## config.mk

```make
export PLATFORM = sky130hd
export DESIGN_NAME = rr_grant_arbiter
export DESIGN_NICKNAME = d
export VERILOG_FILES = /design/src/rtl/rr_grant_arbiter.sv
export SDC_FILE = /design/constraint.sdc
export NUM_CORES = 1
export LEC_CHECK = 0
export BUFFER_PORTS_ARGS = -buffer_cell sky130_fd_sc_hd__buf_2
export CAP_MARGIN = 20
export CORE_AREA = 3 3 56 68
export CTS_BUF_LIST = sky130_fd_sc_hd__clkbuf_4 sky130_fd_sc_hd__clkbuf_8
export CTS_CLUSTER_DIAMETER = 120
export DETAILED_ROUTE_END_ITERATION = 8
export DIE_AREA = 0 0 59 71
export GPL_ROUTABILITY_DRIVEN = 0
export PLACE_DENSITY = 0.52
export SLEW_MARGIN = 40
export SYNTH_ARGS = -nofsm -noshare
export SYNTH_HDL_FRONTEND = slang
export SYNTH_SLANG_ARGS = --single-unit
```

## constraint.sdc

```tcl
create_clock -name clk -period 3.5 [get_ports clk]
set_clock_uncertainty 0.1 [all_clocks]
set_input_delay 0.175 -clock clk [delete_from_list [all_inputs] [get_ports clk]]
set_output_delay 0.175 -clock clk [all_outputs]
set_load 0.005 [all_outputs]
```

## src/rtl/rr_grant_arbiter.sv

```systemverilog
// Round-robin arbiter with a registered one-hot grant, per-owner hold limit and
// a mandatory idle gap between successive grants.
module rr_grant_arbiter #(
  parameter int unsigned N        = 4,
  parameter int unsigned MAX_HOLD = 8,
  localparam int unsigned IDW     = $clog2(N)
) (
  input  logic           clk,
  input  logic           rst,
  input  logic [N-1:0]   req,
  output logic [N-1:0]   gnt,
  output logic           gnt_valid,
  output logic [IDW-1:0] gnt_id
);

  localparam int unsigned HW = $clog2(MAX_HOLD + 1);
  localparam logic [N-1:0] One = 1;

  typedef enum logic {StIdle, StGrant} state_e;

  state_e         state_q, state_d;
  logic [IDW-1:0] owner_q, owner_d;
  logic [IDW-1:0] ptr_q, ptr_d;
  logic [HW-1:0]  hold_q, hold_d;
  logic [N-1:0]   gnt_q, gnt_d;
  logic           valid_q, valid_d;
  logic [IDW-1:0] id_q, id_d;

  logic           found;
  logic [IDW-1:0] winner;
  int unsigned    idx;
  logic           others;
  logic           release_now;

  // First requester at or after ptr, wrapping mod N.
  always_comb begin
    found  = 1'b0;
    winner = '0;
    idx    = 0;
    for (int unsigned i = 0; i < N; i++) begin
      idx = int'(ptr_q) + i;
      if (idx >= N) idx = idx - N;
      if (!found && req[idx[IDW-1:0]]) begin
        found  = 1'b1;
        winner = idx[IDW-1:0];
      end
    end
  end

  assign others      = |(req & ~(One << owner_q));
  assign release_now = !req[owner_q] || ((hold_q == HW'(MAX_HOLD)) && others);

  always_comb begin
    state_d = state_q;
    owner_d = owner_q;
    ptr_d   = ptr_q;
    hold_d  = hold_q;
    gnt_d   = gnt_q;
    valid_d = valid_q;
    id_d    = id_q;
    unique case (state_q)
      StIdle: begin
        if (found) begin
          state_d = StGrant;
          owner_d = winner;
          ptr_d   = (winner == IDW'(N - 1)) ? '0 : winner + 1'b1;
          hold_d  = HW'(1);
          gnt_d   = One << winner;
          valid_d = 1'b1;
          id_d    = winner;
        end else begin
          gnt_d   = '0;
          valid_d = 1'b0;
          id_d    = '0;
        end
      end
      StGrant: begin
        if (release_now) begin
          state_d = StIdle;
          hold_d  = '0;
          gnt_d   = '0;
          valid_d = 1'b0;
          id_d    = '0;
        end else if (hold_q != HW'(MAX_HOLD)) begin
          hold_d = hold_q + 1'b1;
        end
      end
      default: state_d = StIdle;
    endcase
  end

  always_ff @(posedge clk) begin
    if (rst) begin
      state_q <= StIdle;
      owner_q <= '0;
      ptr_q   <= '0;
      hold_q  <= '0;
      gnt_q   <= '0;
      valid_q <= 1'b0;
      id_q    <= '0;
    end else begin
      state_q <= state_d;
      owner_q <= owner_d;
      ptr_q   <= ptr_d;
      hold_q  <= hold_d;
      gnt_q   <= gnt_d;
      valid_q <= valid_d;
      id_q    <= id_d;
    end
  end

  assign gnt       = gnt_q;
  assign gnt_valid = valid_q;
  assign gnt_id    = id_q;

endmodule

```

# After elaboration in Yosys (flattened, before gate mapping)
# Cells that the tools add are included.
# totals
reg_bits	16
wordCells	86
# op_classes
n_addsub	9
mux	38
bitwise_logic	3
n_shift	2
reduce_logical	12
order_cmp	9
n_eq_ne	6
# op_table
op	count
$mux 2	11
$mux 4	5
$pmux 4 s2	2
$lt 2x3->1 const B	5
$mux 1	12
$bmux 1 s2	5
$ge 3x3->1 const B	3
$shl 1x2->4 const A	2
$sub 2x1->2 const B	4
$add 2x2->3 const B	2
$add 4x1->4 const B	1
$and 4x4->4	1
$eq 4x4->1 const B	1
$logic_and 1x1->1	4
$logic_not 1->1	4
$ne 4x4->1 const B	1
$not 4->4	1
$pmux 1 s2	2
$pmux 2 s2	1
$reduce_and 2->1	2
$reduce_or 4->1	1
$add 2x1->3 const B	1
$ge 2x3->1 const B	1
$ne 3x1->1 const B	1
6 further kinds	6

# Longest topological paths before layout
# logic_depth
depth_word	17
ltp_mapped	7

# Worst setup path before layout
# No wires, ideal clock.
# synth_path
path_type	reg-to-reg
start	register owner_q[0]
end	register hold_q[2]
slack_ps	1598
stages_incl_launch_ff	6
required_ps	3326
arrival_time_ps	1728
path_cell_list	dfxtp_1 > mux4_2 > nand3_2 > a21oi_2 > or4b_1 > a31oi_1
# synth_via
elab_chain_cells	8
elab_cells_between_ends	13
classes_between	eq/ne (1); shift (1); mux (4); bitwise (2); reduce/logical (5)
# synth_lines
item	line_no	rtl
start: declaration	22	logic [IDW-1:0] owner_q, owner_d;
start signal: assignment	103	owner_q <= owner_d;
$shl 1x2->4	50	assign others = |(req & ~(One << owner_q));
$not 4->4	50	
$and 4x4->4	50	
$reduce_or 4->1	50	
$logic_and 1x1->1	51	assign release_now = !req[owner_q] || ((hold_q == HW'(MAX_HOLD)) && others);
$logic_or 1x1->1 *	51	
$mux 4 or $ne 3x1->1 (tied branches)	--	
$pmux 4 s2 or $reduce_and 2->1 (tied branches)	--	
end signal: assignment	105	hold_q <= hold_d;
end: declaration	24	logic [HW-1:0] hold_q, hold_d;
# Every way passes the cells marked *; elsewhere a longest branch is shown, timed or not. The select of a mux whose other input is x is not followed.
# A chain may end at the register's enable or synchronous reset.

# Final worst setup path
# Same ends and word-level chain as after synthesis.

==> out/qor.csv <==
metric,value,unit
Total Routing Usage GR,9.92,%
total CTS buffers,3,
Post-CTS Setup Repair Bufs,0,
slowest cell on the critical path,a31oi_2,
H-Tree Depth,1,
"critical path, cell by cell",mux2i_1 > nand4_1 > a31oi_2 > or4b_1 > a31oi_1,
Final Cycle Share,62.7,%
Crit path required time,3580,ps
Finished Core Util,31.1,%
Multi-input gate area,509,µm²
status,completed,
static leakage,0.406,nW
initial DRC count,19,
DR vias/cell,5.21,
critical path startpoint category,flip-flop,
share of layout cells above drive strength 1,18.1,%
CTS sink count,16,
Die Ht,71,µm
vias in the first global route,743,
switching pwr,0.000132,W
post-CTS sizing,0,
"Reg clk slew, reported paths",70,ps
Net Sw Frac,28.1,%
post-synth top area cell,dfxtp_1,
HP Class,in -> reg,
fill count,363,
Top Ports,13,
"Top FF cell, synth",dfxtp_1,
Rel. slew slack,58.0,%
max incr delay on CP,560,ps
crit-path max FO,13,
vias,797,
fmax,455,MHz
CTS root buffer,clkbuf_8,
Final nets,129,
drt total wl,1890,µm
first-pass GRT wire length,3270,µm
Reg area,320,µm²
"Seq/Total Area, Yosys",36.5,%
starting density of the core,26.7,%
Hold Fails Final Rpt,0,
Gate power share,19.6,%
Least-Margin Pin Slew,630,ps
Synth area leaders,"dfxtp_1 37%, ha_1 8.6%, a21oi_1 6.3%",
pwr/cell area,461,nW/µm²
"Net Count, Synth",116,
initial antenna violation count,0,
std cell rows,23,
gr ovfl total,0,
CP Capture Type,flip-flop,
CP Class,reg -> reg,
synthesized flop and latch total,16,
fin area,1020,µm²
dpl cell area,966,µm²
CTS tree,built,
Pre-Repair DR Iteration Count,4,
CTS max path bufs,2,
library cells used by synthesis,33,
Synth Cell Area,877,µm²
Clock power frac,35.0,%
"Async S/R FF share, synth",0,%
Worst-Skew Late Latency,250,ps
remaining antenna violation count,0,
final setup vio count,0,
die width,59,µm
# DRC,0,
worst path arrival time,2280,ps
area share of the largest cell type after synthesis,36.5,%
# hold bufs at CTS,0,
Mapped Cells,104,
Worst path top cell family by delay,compound AO/OA/AOI/OAI gates,
die area,4190,µm²
wire per inst,12.3,µm
Ys Warns,0,
RSZ-0062 raised after global routing,no,
antenna diode count,0,
core area,3280,µm²
VDD IR max,0.233,mV
post-route setup TNS,0,ps
internal power,0.000338,W
largest net degree at the start of global routing,17,
DPL Wire Length,1410,µm
CP bufs+invs,0,
mean post-synth cell area,8.43,µm²
IO Port Bufs,12,
Sequential Power Share,45.4,%
area growth from synthesis to layout,16.4,%
number of synthesized flops with an enable pin,0,
Max Cap Viol,0,
fin. max-slew vios,0,
Tmin final,2200,ps
[power by group through the flow]
stage | registers (W) | logic, W | clock network [W]
floorplan | 0.000214 | 0.0000671 | 0
global placement | 0.000217 | 0.0000900 | 0
detailed placement | 0.000218 | 0.0000920 | 0
CTS | 0.000214 | 0.0000937 | 0.000169
global route | 0.000216 | 0.000106 | 0.000178
finish | 0.000213 | 0.0000921 | 0.000165
[layout by cell type (no fill, tap or decap), types with 2 or more instances in the layout]
cell / count
nand4bb_1: 2
a22oi_1: 4
clkbuf_8: 4
nor2_1: 12
nor2b_1: 2
buf_2: 12
inv_1: 8
a21oi_1: 11
dfxtp_1: 16
nand3_1: 3
a31oi_1: 2
ha_1: 6
nand2_1: 5
nand2b_1: 4
o21ai_0: 7
[cell usage after synthesis (all sizes together), types with 2 or more instances]
library cell  count
dfxtp            16
a21oi            12
nor2             12
inv               8
o21ai             8
ha                6
nand2             5
a22oi             4
nand2b            4
nand3             4
a31oi             3
buf               2
clkbuf            2
nand4bb           2
nor2b             2
[layer usage]
| layer | wire [µm] | vias to the layer above | track usage, % |
|---|---|---|---|
| li1 | - | 396 | - |
| met1 | 914 | 376 | 12.2 |
| met2 | 831 | 21 | 15.5 |
| met3 | 98 | 4 | 2.19 |
| met4 | 42 | 0 | 6.05 |
| met5 | 0 | - | 0 |
[cell type report]
type / count / area share, %
Clock buffer: 4 / 5.39
Timing Repair Buffer: 12 / 5.88
Tap cell: 37 / 4.53
Multi-Input combinational cell: 76 / 49.9
Sequential cell: 16 / 31.4
Inverter: 8 / 2.94
[state kept, by name, indices dropped and copies added (netlist names)]
register,count
gnt,4
ptr_q,2
hold_q,4
state_q,1
gnt_id,2
owner_q,2
gnt_valid,1
[cells by family (layout without fill, tap and decap cells)]
group,Yosys count,count (layout),share of synthesized area (%)
muxes,2,2,3.71
and+or+nand+nor,36,36,22.7
buffers and inverters,12,24,5.42
adders and majority gates,6,6,8.56
DFF,16,16,36.5
AOI/OAI and AO/OA,32,32,23.1
[through the flow]
stage / total power [W] / hold slack (ps) / setup WS (ps) / instances
6_report: 0.000470 / 182 / 1300 / 153
5_1_grt: 0.000500 / 196 / 1080 / 153
4_1_cts: 0.000476 / 178 / 1270 / 153
3_5_place_dp: 0.000310 / 351 / 1290 / 149
3_3_place_gp: 0.000307 / 352 / 1320 / 149
2_1_floorplan: 0.000281 / 351 / 1600 / 104
[path summary, 6_finish.rpt]
check                                 from         to  slack [ps]  depth (start not counted)
worst max-delay path            owner_q[0]  hold_q[2]        1300                          5
worst min-delay path                   rst     gnt[2]         180                          2
worst max register to register  owner_q[0]  hold_q[2]        1300                          5
worst min register to register   gnt_id[1]  gnt_id[1]         360                          2
(Power assumes the default switching activity.)
